[config.mk]
export PLATFORM = sky130hd
export DESIGN_NAME = exec_sched
export DESIGN_NICKNAME = d
export VERILOG_FILES = /design/src/rtl/exec_sched.sv
export SDC_FILE = /design/constraint.sdc
export NUM_CORES = 1
export LEC_CHECK = 0
export BUFFER_PORTS_ARGS = -buffer_cell sky130_fd_sc_hd__buf_2
export CAP_MARGIN = 20
export CORE_MARGIN = 5
export CORE_UTILIZATION = 50
export CTS_CLUSTER_SIZE = 12
export DETAILED_ROUTE_END_ITERATION = 8
export PLACE_DENSITY = 0.8
export SETUP_SLACK_MARGIN = 0.15
export SLEW_MARGIN = 10
export SYNTH_ARGS = -nofsm -noshare
export SYNTH_HDL_FRONTEND = slang
export SYNTH_SLANG_ARGS = --single-unit
[constraint.sdc]
create_clock -name clk -period 4.5 [get_ports clk]
set_clock_uncertainty 0.15 [all_clocks]
set_input_delay 0.9 -clock clk [delete_from_list [all_inputs] [get_ports clk]]
set_output_delay 0.9 -clock clk [all_outputs]
set_load 0.005 [all_outputs]
[src/rtl/exec_sched.sv]
// Execution sequencer: walks the src x dst address space for one job and
// issues source-read / partial-sum-read strobes, then drains the dst pipeline.
module exec_sched (
    input  logic        clk,
    input  logic        reset,
    input  logic        run,
    input  logic        accum,
    input  logic        src_bank,
    input  logic        dst_bank,
    input  logic [12:0] ia_len,
    input  logic [12:0] oa_len,
    input  logic        stall,
    output logic        exec,
    output logic [12:0] ia,
    output logic        accr,
    output logic        outr,
    output logic [12:0] oa,
    output logic        busy,
    output logic        done
);

    typedef enum logic [1:0] {
        IDLE  = 2'd0,
        ISSUE = 2'd1,
        DRAIN = 2'd2,
        FIN   = 2'd3
    } state_t;

    localparam logic [2:0] DRAIN_LAST = 3'd4;

    state_t      state_reg, state_next;
    logic [11:0] i_reg, i_next;
    logic [11:0] o_reg, o_next;
    logic        accum_reg, accum_next;
    logic        src_bank_reg, src_bank_next;
    logic        dst_bank_reg, dst_bank_next;
    logic [12:0] ia_len_reg, ia_len_next;
    logic [12:0] oa_len_reg, oa_len_next;
    logic        last_reg, last_next;
    logic [2:0]  drain_cnt_reg, drain_cnt_next;

    logic        exec_reg, exec_next;
    logic [12:0] ia_reg, ia_next;
    logic        accr_reg, accr_next;
    logic        outr_reg, outr_next;
    logic [12:0] oa_reg, oa_next;
    logic        busy_reg, busy_next;
    logic        done_reg, done_next;

    // Beat selection: i/o point at the next beat to issue; in IDLE the beat
    // comes straight from the job inputs so the first exec costs no extra cycle.
    logic        issue_en;
    logic [11:0] beat_i, beat_o;
    logic        p_accum, p_src_bank, p_dst_bank;
    logic [12:0] p_ia_len, p_oa_len;
    logic        row_end, job_end;

    always_comb begin
        state_next     = state_reg;
        i_next         = i_reg;
        o_next         = o_reg;
        accum_next     = accum_reg;
        src_bank_next  = src_bank_reg;
        dst_bank_next  = dst_bank_reg;
        ia_len_next    = ia_len_reg;
        oa_len_next    = oa_len_reg;
        last_next      = last_reg;
        drain_cnt_next = drain_cnt_reg;
        exec_next      = 1'b0;
        accr_next      = 1'b0;
        outr_next      = 1'b0;
        ia_next        = ia_reg;
        oa_next        = oa_reg;
        busy_next      = busy_reg;
        done_next      = 1'b0;
        issue_en       = 1'b0;
        beat_i         = i_reg;
        beat_o         = o_reg;
        p_accum        = accum_reg;
        p_src_bank     = src_bank_reg;
        p_dst_bank     = dst_bank_reg;
        p_ia_len       = ia_len_reg;
        p_oa_len       = oa_len_reg;

        case (state_reg)
            IDLE: begin
                if (run) begin
                    accum_next    = accum;
                    src_bank_next = src_bank;
                    dst_bank_next = dst_bank;
                    ia_len_next   = ia_len;
                    oa_len_next   = oa_len;
                    p_accum       = accum;
                    p_src_bank    = src_bank;
                    p_dst_bank    = dst_bank;
                    p_ia_len      = ia_len;
                    p_oa_len      = oa_len;
                    beat_i        = 12'd0;
                    beat_o        = 12'd0;
                    i_next        = 12'd0;
                    o_next        = 12'd0;
                    last_next     = 1'b0;
                    if (ia_len == 13'd0 || oa_len == 13'd0) begin
                        state_next = FIN;
                        done_next  = 1'b1;
                        busy_next  = 1'b0;
                    end else begin
                        state_next = ISSUE;
                        busy_next  = 1'b1;
                        issue_en   = ~stall;
                    end
                end
            end
            ISSUE: begin
                // last_reg means the final beat is on the outputs this cycle
                if (last_reg) begin
                    state_next     = DRAIN;
                    drain_cnt_next = 3'd0;
                end else begin
                    issue_en = ~stall;
                end
            end
            DRAIN: begin
                if (drain_cnt_reg == DRAIN_LAST) begin
                    state_next = FIN;
                    done_next  = 1'b1;
                    busy_next  = 1'b0;
                end else begin
                    drain_cnt_next = drain_cnt_reg + 3'd1;
                end
            end
            FIN: begin
                state_next = IDLE;
            end
            default: begin
                state_next = IDLE;
            end
        endcase

        row_end = ({1'b0, beat_i} == (p_ia_len - 13'd1));
        job_end = row_end && ({1'b0, beat_o} == (p_oa_len - 13'd1));

        if (issue_en) begin
            exec_next = 1'b1;
            ia_next   = {p_src_bank, beat_i};
            oa_next   = {p_dst_bank, beat_o};
            accr_next = (beat_i == 12'd0) && p_accum;
            outr_next = row_end;
            last_next = job_end;
            if (row_end) begin
                i_next = 12'd0;
                o_next = beat_o + 12'd1;
            end else begin
                i_next = beat_i + 12'd1;
            end
        end
    end

    always_ff @(posedge clk or posedge reset) begin
        if (reset) begin
            state_reg     <= IDLE;
            i_reg         <= 12'd0;
            o_reg         <= 12'd0;
            accum_reg     <= 1'b0;
            src_bank_reg  <= 1'b0;
            dst_bank_reg  <= 1'b0;
            ia_len_reg    <= 13'd0;
            oa_len_reg    <= 13'd0;
            last_reg      <= 1'b0;
            drain_cnt_reg <= 3'd0;
            exec_reg      <= 1'b0;
            ia_reg        <= 13'd0;
            accr_reg      <= 1'b0;
            outr_reg      <= 1'b0;
            oa_reg        <= 13'd0;
            busy_reg      <= 1'b0;
            done_reg      <= 1'b0;
        end else begin
            state_reg     <= state_next;
            i_reg         <= i_next;
            o_reg         <= o_next;
            accum_reg     <= accum_next;
            src_bank_reg  <= src_bank_next;
            dst_bank_reg  <= dst_bank_next;
            ia_len_reg    <= ia_len_next;
            oa_len_reg    <= oa_len_next;
            last_reg      <= last_next;
            drain_cnt_reg <= drain_cnt_next;
            exec_reg      <= exec_next;
            ia_reg        <= ia_next;
            accr_reg      <= accr_next;
            outr_reg      <= outr_next;
            oa_reg        <= oa_next;
            busy_reg      <= busy_next;
            done_reg      <= done_next;
        end
    end

    assign exec = exec_reg;
    assign ia   = ia_reg;
    assign accr = accr_reg;
    assign outr = outr_reg;
    assign oa   = oa_reg;
    assign busy = busy_reg;
    assign done = done_reg;

endmodule

==> results of run 1 <==
cell families (layout without fill, tap and decap cells):
group                    after synthesis  count (layout)  synth area share (%)
AND/OR/NAND/NOR                      250             250                  23.2
AO/OA/AOI/OAI                        118             118                  15.1
flip-flops                            90              90                  42.0
buffers and inverters                 55             110                  5.46
XOR/XNOR                              46              46                  7.77
multiplexers                          20              20                  3.95
adder cells (fa/ha/maj)               11              11                  2.57
cells in the final DEF (no fill, tap or decap), drive strengths merged, types with 6 or more instances in the layout:
cell | netlist | routed
a211oi | 9 | 9
a21o | 9 | 9
a21oi | 14 | 14
and3 | 13 | 13
buf | 24 | 72
clkbuf | 8 | 10
dfrtp | 90 | 90
ha | 11 | 11
inv | 23 | 24
mux2 | 6 | 6
mux2i | 14 | 14
nand2 | 114 | 114
nand3 | 28 | 28
nor2 | 32 | 32
nor3 | 17 | 17
nor4 | 11 | 11
o21ai | 48 | 48
xnor2 | 25 | 25
xor2 | 20 | 20
path summary, 6_finish.rpt:
kind	startpoint	end	slack, ns	depth (start not counted)
worst max register to register	state_reg[0]$_DFFE_PP0P_	o_reg[1]$_DFF_PP0_	0.83	11
worst min-delay path	src_bank_reg$_DFF_PP0_	src_bank_reg$_DFF_PP0_	0.32	2
min in group asynchronous	reset	oa[7]$_DFFE_PP0N_	0.50	2
worst max-delay path	state_reg[0]$_DFFE_PP0P_	o_reg[1]$_DFF_PP0_	0.83	11
max in group asynchronous	reset	i_reg[8]$_DFF_PP0_	2.67	3
worst min register to register	src_bank_reg$_DFF_PP0_	src_bank_reg$_DFF_PP0_	0.32	2
final cells by class:
cell class,count,area share [%]
inverters,23,1.48
repair buffers,72,6.48
well taps,136,2.88
flip-flops and latches,90,38.1
multi-input cells,445,47.6
clock inverters,5,1.06
clock buffers,10,2.33
critical path: stages, from the launching register on:
cell,delay [ns]
dfrtp_1,0.39
inv_1,0.12
ha_1,0.20
buf_4,0.35
nor4bb_1,0.44
o211ai_1,0.28
nor4_1,0.35
a32oi_1,0.11
o2bb2ai_1,0.17
and4bb_2,0.48
nand2_1,0.16
mux2_1,0.36
power breakdown:
group          switching [µW]  leakage (µW)  internal [µW]
sequential                167       0.00118           1000
combinational             948       0.00157            643
clock                     310     0.0000954            273
metal layers:
layer / vias to the layer above / share of wire, % / track usage (%)
met5: - / 0 / 0
met4: 0 / 1.4 / 5.29
met3: 24 / 7.0 / 4.67
met2: 177 / 46 / 33.8
li1: 2167 / - / -
met1: 2237 / 45 / 30.3
per-stage QoR:
stage	instances	setup WS (ns)	utilization (%)	power (µW)	hold WS, ns
floorplan	590	0.169	-	2420	0.286
global placement	766	0.711	55.0	2680	0.298
detailed placement	766	0.617	55.0	2740	0.305
CTS	781	0.843	57.0	3340	0.325
global route	781	0.633	57.0	3600	0.365
finish	781	0.830	57.0	3340	0.323
==> flow_summary.yaml, run 1 <==
synthesis:
  synth_top_flop_cell: "dfrtp_1"
  netlist_area_um2: 5360
  synth-seq-cells: 90
  ys_warn_count: 0
  synth_top_area_cell: "dfrtp_1"
  synth-edff-count: 0
  syn_avg_cell_area_um2: 9.08
  synth_most_common_cell: "nand2_1"
  synth_seq_area_share_pct: 42.0
  async_reset_ff_share_pct: 100
  yosysTopAreaCellShare_pct: 42.0
  syn_inst: 590
  ys_top_cells_by_count: "nand2_1 (113), dfrtp_1 (90), o21ai_0 (46)"
  synth_area_leaders: "dfrtp_1 (42%), nand2_1 (7.9%), o21ai_0 (4.3%), xnor2_1 (4.1%), xor2_1 (3.3%)"
  synth_nets: 634
  yosysUniqueCellTypes: 73
sta:
  rsz0062_at_grt: "no"
  worst_pin_slew_ns: 0.836
  fmax_ghz: 0.272
  fin_crit_ns: 3.67
  setup_tns_ns: 0
  slew_viol_final: 0
  setup_viol: 0
  finalHoldViolCount: 0
  post-route-period-util_pct: 81.6
  max_slew_margin_pct: 44.3
floorplan:
  pin_count: 64
  num_rows: 37
  start_util_pct: 51.7
  coreArea_um2: 10400
  dieArea_um2: 12900
  die_h_um: 114
  die_x_um: 114
global_route:
  grt_pass1_vias: 4580
  grt_pass1_wl_mm: 22.5
  grt_usage_pct: 21.5
  grt_max_degree: 56
  antenna_found_initial: 0
  gr-total-overflow: 0
clock_network:
  clock-sinks: 90
  clk_latency_ns: 0.38
  ctsResizeCount: 0
  cts_buffer_depth: 2
  hold_buffers: 0
  path_clk_slew_ns: 0.10
  cts_root_buffer: "clkbuf_8"
  htree_levels: 3
  cts_setup_buffers: 0
  tritoncts: "yes"
  cts_made_buffers: 9
detailed_routing:
  ant_nets: 0
  drc: 0
  via_per_inst: 5.90
  avgRoutedWirePerCell_um: 17.2
  wirelength_mm: 13.4
  drt_pass1_iterations: 5
  vias: 4605
  first_iter_violations: 318
place:
  placed_area_um2: 5710
  gp_congestion: 0.877
  dp_hpwl_mm: 9.64
  io_buffers: 63
layout:
  seq_area_um2: 2250
  design_area_um2: 5910
  area_growth_pct: 10.2
  diodes: 0
  n_fill_cell: 933
  drive_above_1_share_pct: 18.0
  nets: 685
  multi_input_area_um2: 2810
pwr:
  p_leak_uw: 0.00285
  power_density_nw_per_um2: 566
  ir_worst_vdd_mv: 0.185
worst_setup_path:
  arrival_ns: 3.79
  cp.required_ns: 4.62
  cp-start-kind: "flip-flop"
  end_kind: "flip-flop"
  path_max_fanout: 34
  crit_type: "flip-flop to flip-flop"
worst_hold_path:
  hold_class: "flip-flop to flip-flop"
flow_run:
  maxCapViolations: 0
status:
  outcome: "completed"
(Power assumes the default switching activity.)
==> run 2, diff against run 1 <==
- clock period: 4.5 -> 3.7 ns (I/O delays scaled with it)
==> run 2 against run 1 <==
Sequential power grew 22%. Via count is essentially flat. Sequential share of layout area shrank 1.3 points. Routed wire length grew 2.3%. Critical endpoint is now o_reg[10]$_DFF_PP0_. Largest cell class unchanged. Highest routed layer unchanged.
==> flow_summary.yaml, run 2 (synthesized netlist as in run 1, its figures left out) <==
status:
  outcome: "completed"
global_route:
  grt_usage_pct: 21.3
  grt_max_degree: 57
  grt_pass1_vias: 4446
  grt_pass1_wl_mm: 22.2
  gr-total-overflow: 0
  antenna_found_initial: 0
clock_network:
  cts_root_buffer: "clkbuf_8"
  path_clk_slew_ns: 0.09
  htree_levels: 3
  tritoncts: "yes"
  cts_buffer_depth: 2
  clk_latency_ns: 0.36
  clock-sinks: 90
  cts_made_buffers: 9
worst_setup_path:
  rr_worst_depth: 13
  cp-start-kind: "flip-flop"
  r2r-start: "state_reg[0]$_DFFE_PP0P_"
  critical_path.slowest_cell: "or4_1"
  path_depth: 13
  path_delay_family: "simple AND/OR/NAND/NOR gates"
  end_kind: "flip-flop"
  crit_buf_inv: 2
  cp-endpoint: "o_reg[10]$_DFF_PP0_"
  r2r-end: "o_reg[10]$_DFF_PP0_"
  cpPeakStageDelay_ns: 0.45
  arrival_ns: 3.61
  cp.required_ns: 3.84
  path_max_fanout: 7
  cpMostUsedCell: "ha_2"
  crit_type: "flip-flop to flip-flop"
  rrSetupSlack_ns: 0.23
  worstPathCellList: "inv_1, ha_2, and2_4, mux2i_2, ha_2, o21ai_0, or4_1, o22ai_2, o2bb2ai_1, nand4bb_1, buf_6, nor4_2, mux2i_1"
  crit_start: "state_reg[0]$_DFFE_PP0P_"
floorplan:
  coreArea_um2: 10400
  pin_count: 64
  dieArea_um2: 12900
  num_rows: 37
  die_x_um: 114
  start_util_pct: 51.7
  die_h_um: 114
layout:
  fin_cells: 790
  final_common_cell: "nand2_1"
  layout_common_cells: "nand2_1 (112), dfrtp_1 (90), buf_2 (64)"
  nets: 693
  area_growth_pct: 14.1
  drive_above_1_share_pct: 20.9
  n_fill_cell: 917
  diodes: 0
detailed_routing:
  avgRoutedWirePerCell_um: 17.4
  drc: 0
  vias: 4609
  first_iter_violations: 306
  wirelength_mm: 13.8
  via_per_inst: 5.83
  ant_nets: 0
  drt_pass1_iterations: 6
sta:
  finalHoldViolCount: 0
  slew_viol_final: 0
  rsz0062_at_grt: "yes"
  whs_ns: 0.307
  max_slew_margin_pct: 52.0
  post-route-period-util_pct: 93.7
  setup_viol: 0
  worst_pin_slew_ns: 0.719
  fmax_ghz: 0.288
  fin_crit_ns: 3.47
pwr:
  power_frac_seq_pct: 33.9
  internal_power_uw: 2420
  p_comb_share_pct: 49.6
  p_switching_uw: 1800
  power_frac_clock_pct: 16.5
  swShare_pct: 42.7
  ir_worst_vdd_mv: 0.276
  power_density_nw_per_um2: 690
  p_leak_uw: 0.00295
place:
  io_buffers: 63
  dp_hpwl_mm: 9.69
  dp.cells: 770
  gp_congestion: 0.886
flow_run:
  maxCapViolations: 0
worst_hold_path:
  hold_class: "primary input to asynchronous set/reset pin"
run 2: cell types whose count changed in the layout (fill, tap and decap cells not counted), moves of 3 or more:
cell / before / now
o21ai_0: 46 / 38
o21ai_1: 1 / 9
buf_4: 9 / 12
ha_1: 11 / 8
ha_2: 0 / 3
nor3_4: 0 / 3
run 2: area by class of cell:
| type | instances | area, µm² | area share, % |
|---|---|---|---|
| Inverter | 23 | 87.6 | 1.43 |
| Timing Repair Buffer | 80 | 477 | 7.80 |
| Clock inverter | 5 | 60.1 | 0.982 |
| Sequential cell | 90 | 2250 | 36.8 |
| Multi-Input combinational cell | 445 | 2930 | 47.9 |
| Clock buffer | 11 | 141 | 2.31 |
| Tap cell | 136 | 170 | 2.78 |
run 2: how the worst min path moves through the flow:
stage | start | end | slack, ns | depth (start not counted)
2_1_floorplan | dst_bank_reg$_DFF_PP0_ | dst_bank_reg$_DFF_PP0_ | 0.29 | 2
3_3_place_gp | src_bank_reg$_DFF_PP0_ | src_bank_reg$_DFF_PP0_ | 0.30 | 2
3_5_place_dp | ia[4]$_DFFE_PP0N_ | ia[4]$_DFFE_PP0N_ | 0.30 | 2
4_1_cts | reset | ia[0]$_DFFE_PP0N_ | 0.33 | 2
5_1_grt | reset | ia[0]$_DFFE_PP0N_ | 0.35 | 2
6_report | reset | ia[0]$_DFFE_PP0N_ | 0.31 | 2
run 2: power groups by stage:
stage	Combinational (µW)	Clock (µW)	Sequential, µW
2_1_floorplan	1640	0	1390
3_3_place_gp	1910	0	1430
3_5_place_dp	1970	0	1440
4_1_cts	2000	711	1420
5_1_grt	2300	755	1460
6_report	2090	698	1430
run 2: repair_timing:
action | in CTS | in global routing
buffers inserted | 0 | 3
gates resized for setup | 0 | 12
hold buffers | 0 | 0
setup endpoints to repair | 0 | 26
run 2: worst register-to-register path, stage by stage, from the launching register on:
cell       delay (ns)
dfrtp_1          0.39
inv_1            0.14
ha_2             0.24
and2_4           0.22
mux2i_2          0.26
ha_2             0.25
o21ai_0          0.16
or4_1            0.45
o22ai_2          0.15
o2bb2ai_1        0.11
nand4bb_1        0.29
buf_6            0.21
nor4_2           0.18
mux2i_1          0.21
run 2: layer usage:
metal,up-vias,share of wire [%],global-route usage (%)
met2,191,46,32.5
met1,2217,46,30.9
met4,0,1.4,7.29
met3,22,6.6,3.24
li1,2179,-,-
met5,-,0,0
run 2: through the flow:
| step | util [%] | total power [µW] | TNS [ns] | setup WS (ns) | area (µm²) |
|---|---|---|---|---|---|
| global placement | 56.2 | 3340 | 0 | 0.214 | 5830 |
| finish | 59.0 | 4220 | 0 | 0.233 | 6110 |
| floorplan | - | 3020 | -0.267 | -0.0692 | 5480 |
| global route | 59.0 | 4510 | 0 | 0.0852 | 6110 |
| detailed placement | 56.2 | 3410 | 0 | 0.145 | 5830 |
| CTS | 58.2 | 4130 | 0 | 0.164 | 6030 |
==> run 3, diff against run 2 <==
- CORE_ASPECT_RATIO: not set -> 0.75
- SKIP_LAST_GASP: not set -> 1
==> run 3 against run 2 <==
Total power increased by 5.1%. Non-clock buffer count decreased by 5. Critical path depth grew 1. Largest cell class unchanged. Final cell count decreased by 0.63%. Utilization grew 0.45 points.
==> flow_summary.yaml, run 3 (synthesized netlist as in run 1, its figures left out) <==
detailed_routing:
  via_per_inst: 5.97
  first_iter_violations: 491
  drc: 0
  avgRoutedWirePerCell_um: 18.1
  drt_pass1_iterations: 5
  vias: 4686
  ant_nets: 0
  wirelength_mm: 14.2
pwr:
  internal_power_uw: 2540
  power_frac_seq_pct: 32.4
  p_comb_share_pct: 47.3
  power_frac_clock_pct: 20.3
  p_switching_uw: 1890
  ir_worst_vdd_mv: 0.375
  swShare_pct: 42.7
  p_leak_uw: 0.00297
  power_density_nw_per_um2: 720
  total_power_uw: 4440
worst_setup_path:
  arrival_ns: 3.48
  r2r-start: "state_reg[0]$_DFFE_PP0P_"
  path_max_fanout: 7
  cp-start-kind: "flip-flop"
  rr_worst_depth: 14
  r2r-end: "o_reg[11]$_DFF_PP0_"
  crit_type: "flip-flop to flip-flop"
  rrSetupSlack_ns: 0.29
  crit_start: "state_reg[0]$_DFFE_PP0P_"
  cp.required_ns: 3.77
  end_kind: "flip-flop"
clock_network:
  cts_root_buffer: "clkbuf_16"
  cts_buffer_depth: 2
  htree_levels: 3
  cts_made_buffers: 9
  clock-sinks: 90
  clk_latency_ns: 0.34
  hold_buffers: 0
  tritoncts: "yes"
  path_clk_slew_ns: 0.07
layout:
  design_area_um2: 6160
  area_growth_pct: 15.0
  drive_above_1_share_pct: 20.8
  final_common_cell: "nand2_1"
  layout_common_cells: "nand2_1 (112), dfrtp_1 (90), buf_2 (63)"
  fin_cells: 785
  diodes: 0
  n_fill_cell: 895
  nets: 688
status:
  outcome: "completed"
floorplan:
  start_util_pct: 51.7
  coreArea_um2: 10400
  num_rows: 32
  die_h_um: 99.7
  pin_count: 64
  die_x_um: 130
  dieArea_um2: 12900
global_route:
  grt_usage_pct: 22.1
  grt_pass1_wl_mm: 22.7
  antenna_found_initial: 0
  gr-total-overflow: 0
  grt_max_degree: 91
  grt_pass1_vias: 4435
place:
  dp.cells: 768
  dp_hpwl_mm: 10.2
  gp_congestion: 0.947
  io_buffers: 63
  placed_area_um2: 5820
worst_hold_path:
  hold_class: "flip-flop to flip-flop"
  min_path_cells: 2
  min_from: "ia[4]$_DFFE_PP0N_"
  hold_end: "ia[4]$_DFFE_PP0N_"
sta:
  post-route-period-util_pct: 92.1
  slew_viol_final: 0
  finalHoldViolCount: 0
  rsz0062_at_grt: "no"
  fin_crit_ns: 3.41
  fmax_ghz: 0.293
  max_slew_margin_pct: 62.9
  setup_viol: 0
  worst_pin_slew_ns: 0.557
  setup_tns_ns: 0
flow_run:
  maxCapViolations: 0
-- run 3: final cells by class --
cell class              count  area (µm²)  area share [%]
multi-input cells         445        2920            47.5
clock inverters             7        67.6            1.10
well taps                 136         170            2.76
clock buffers               9         225            3.66
repair buffers             75         434            7.05
flip-flops and latches     90        2250            36.6
inverters                  23        87.6            1.42
-- run 3: timing repair --
| item | CTS | global route |
|---|---|---|
| buffers inserted | 0 | 1 |
| gates resized for setup | 0 | 12 |
| endpoints found under the setup margin | 0 | 21 |
-- run 3: worst max path at each step --
stage | endpoint | slack [ns]
floorplan | o_reg[9]$_DFF_PP0_ | -0.07
global placement | o_reg[11]$_DFF_PP0_ | 0.24
detailed placement | o_reg[11]$_DFF_PP0_ | 0.14
CTS | o_reg[11]$_DFF_PP0_ | 0.24
global route | o_reg[11]$_DFF_PP0_ | 0.12
finish | o_reg[11]$_DFF_PP0_ | 0.29
-- run 3: layer usage --
metal  GRT usage (%)  up-vias  part of all wire [%]
met2            31.8      218                    44
met4            6.23        0                   2.0
met3            5.74       38                   8.6
met1            33.0     2249                    46
li1                -     2181                     -
met5               0        -                     0
-- run 3: metrics by stage --
step                hold WS (ns)  worst slack (ns)  utilization [%]
floorplan                  0.286           -0.0692                -
CTS                        0.316             0.237             58.9
detailed placement         0.300             0.137             56.1
finish                     0.313             0.292             59.4
global placement           0.297             0.243             56.1
global route               0.337             0.120             59.4
-- run 3: power by group through the flow --
stage / Sequential, µW / Combinational, µW / Clock, µW
4_1_cts: 1420 / 2020 / 913
3_3_place_gp: 1430 / 1910 / 0
5_1_grt: 1470 / 2300 / 953
3_5_place_dp: 1440 / 2000 / 0
6_report: 1440 / 2100 / 899
2_1_floorplan: 1390 / 1640 / 0
-- run 3: worst max-delay path, cell delays in order, from the launching register on --
cell	delay, ns
dfrtp_1	0.39
inv_2	0.09
ha_2	0.21
and2_4	0.21
mux2i_4	0.26
ha_2	0.32
xnor2_1	0.14
nor3_2	0.20
a32oi_1	0.08
mux2_4	0.29
nor3_2	0.18
and4bb_2	0.33
buf_4	0.18
nand3_1	0.10
mux2i_1	0.15
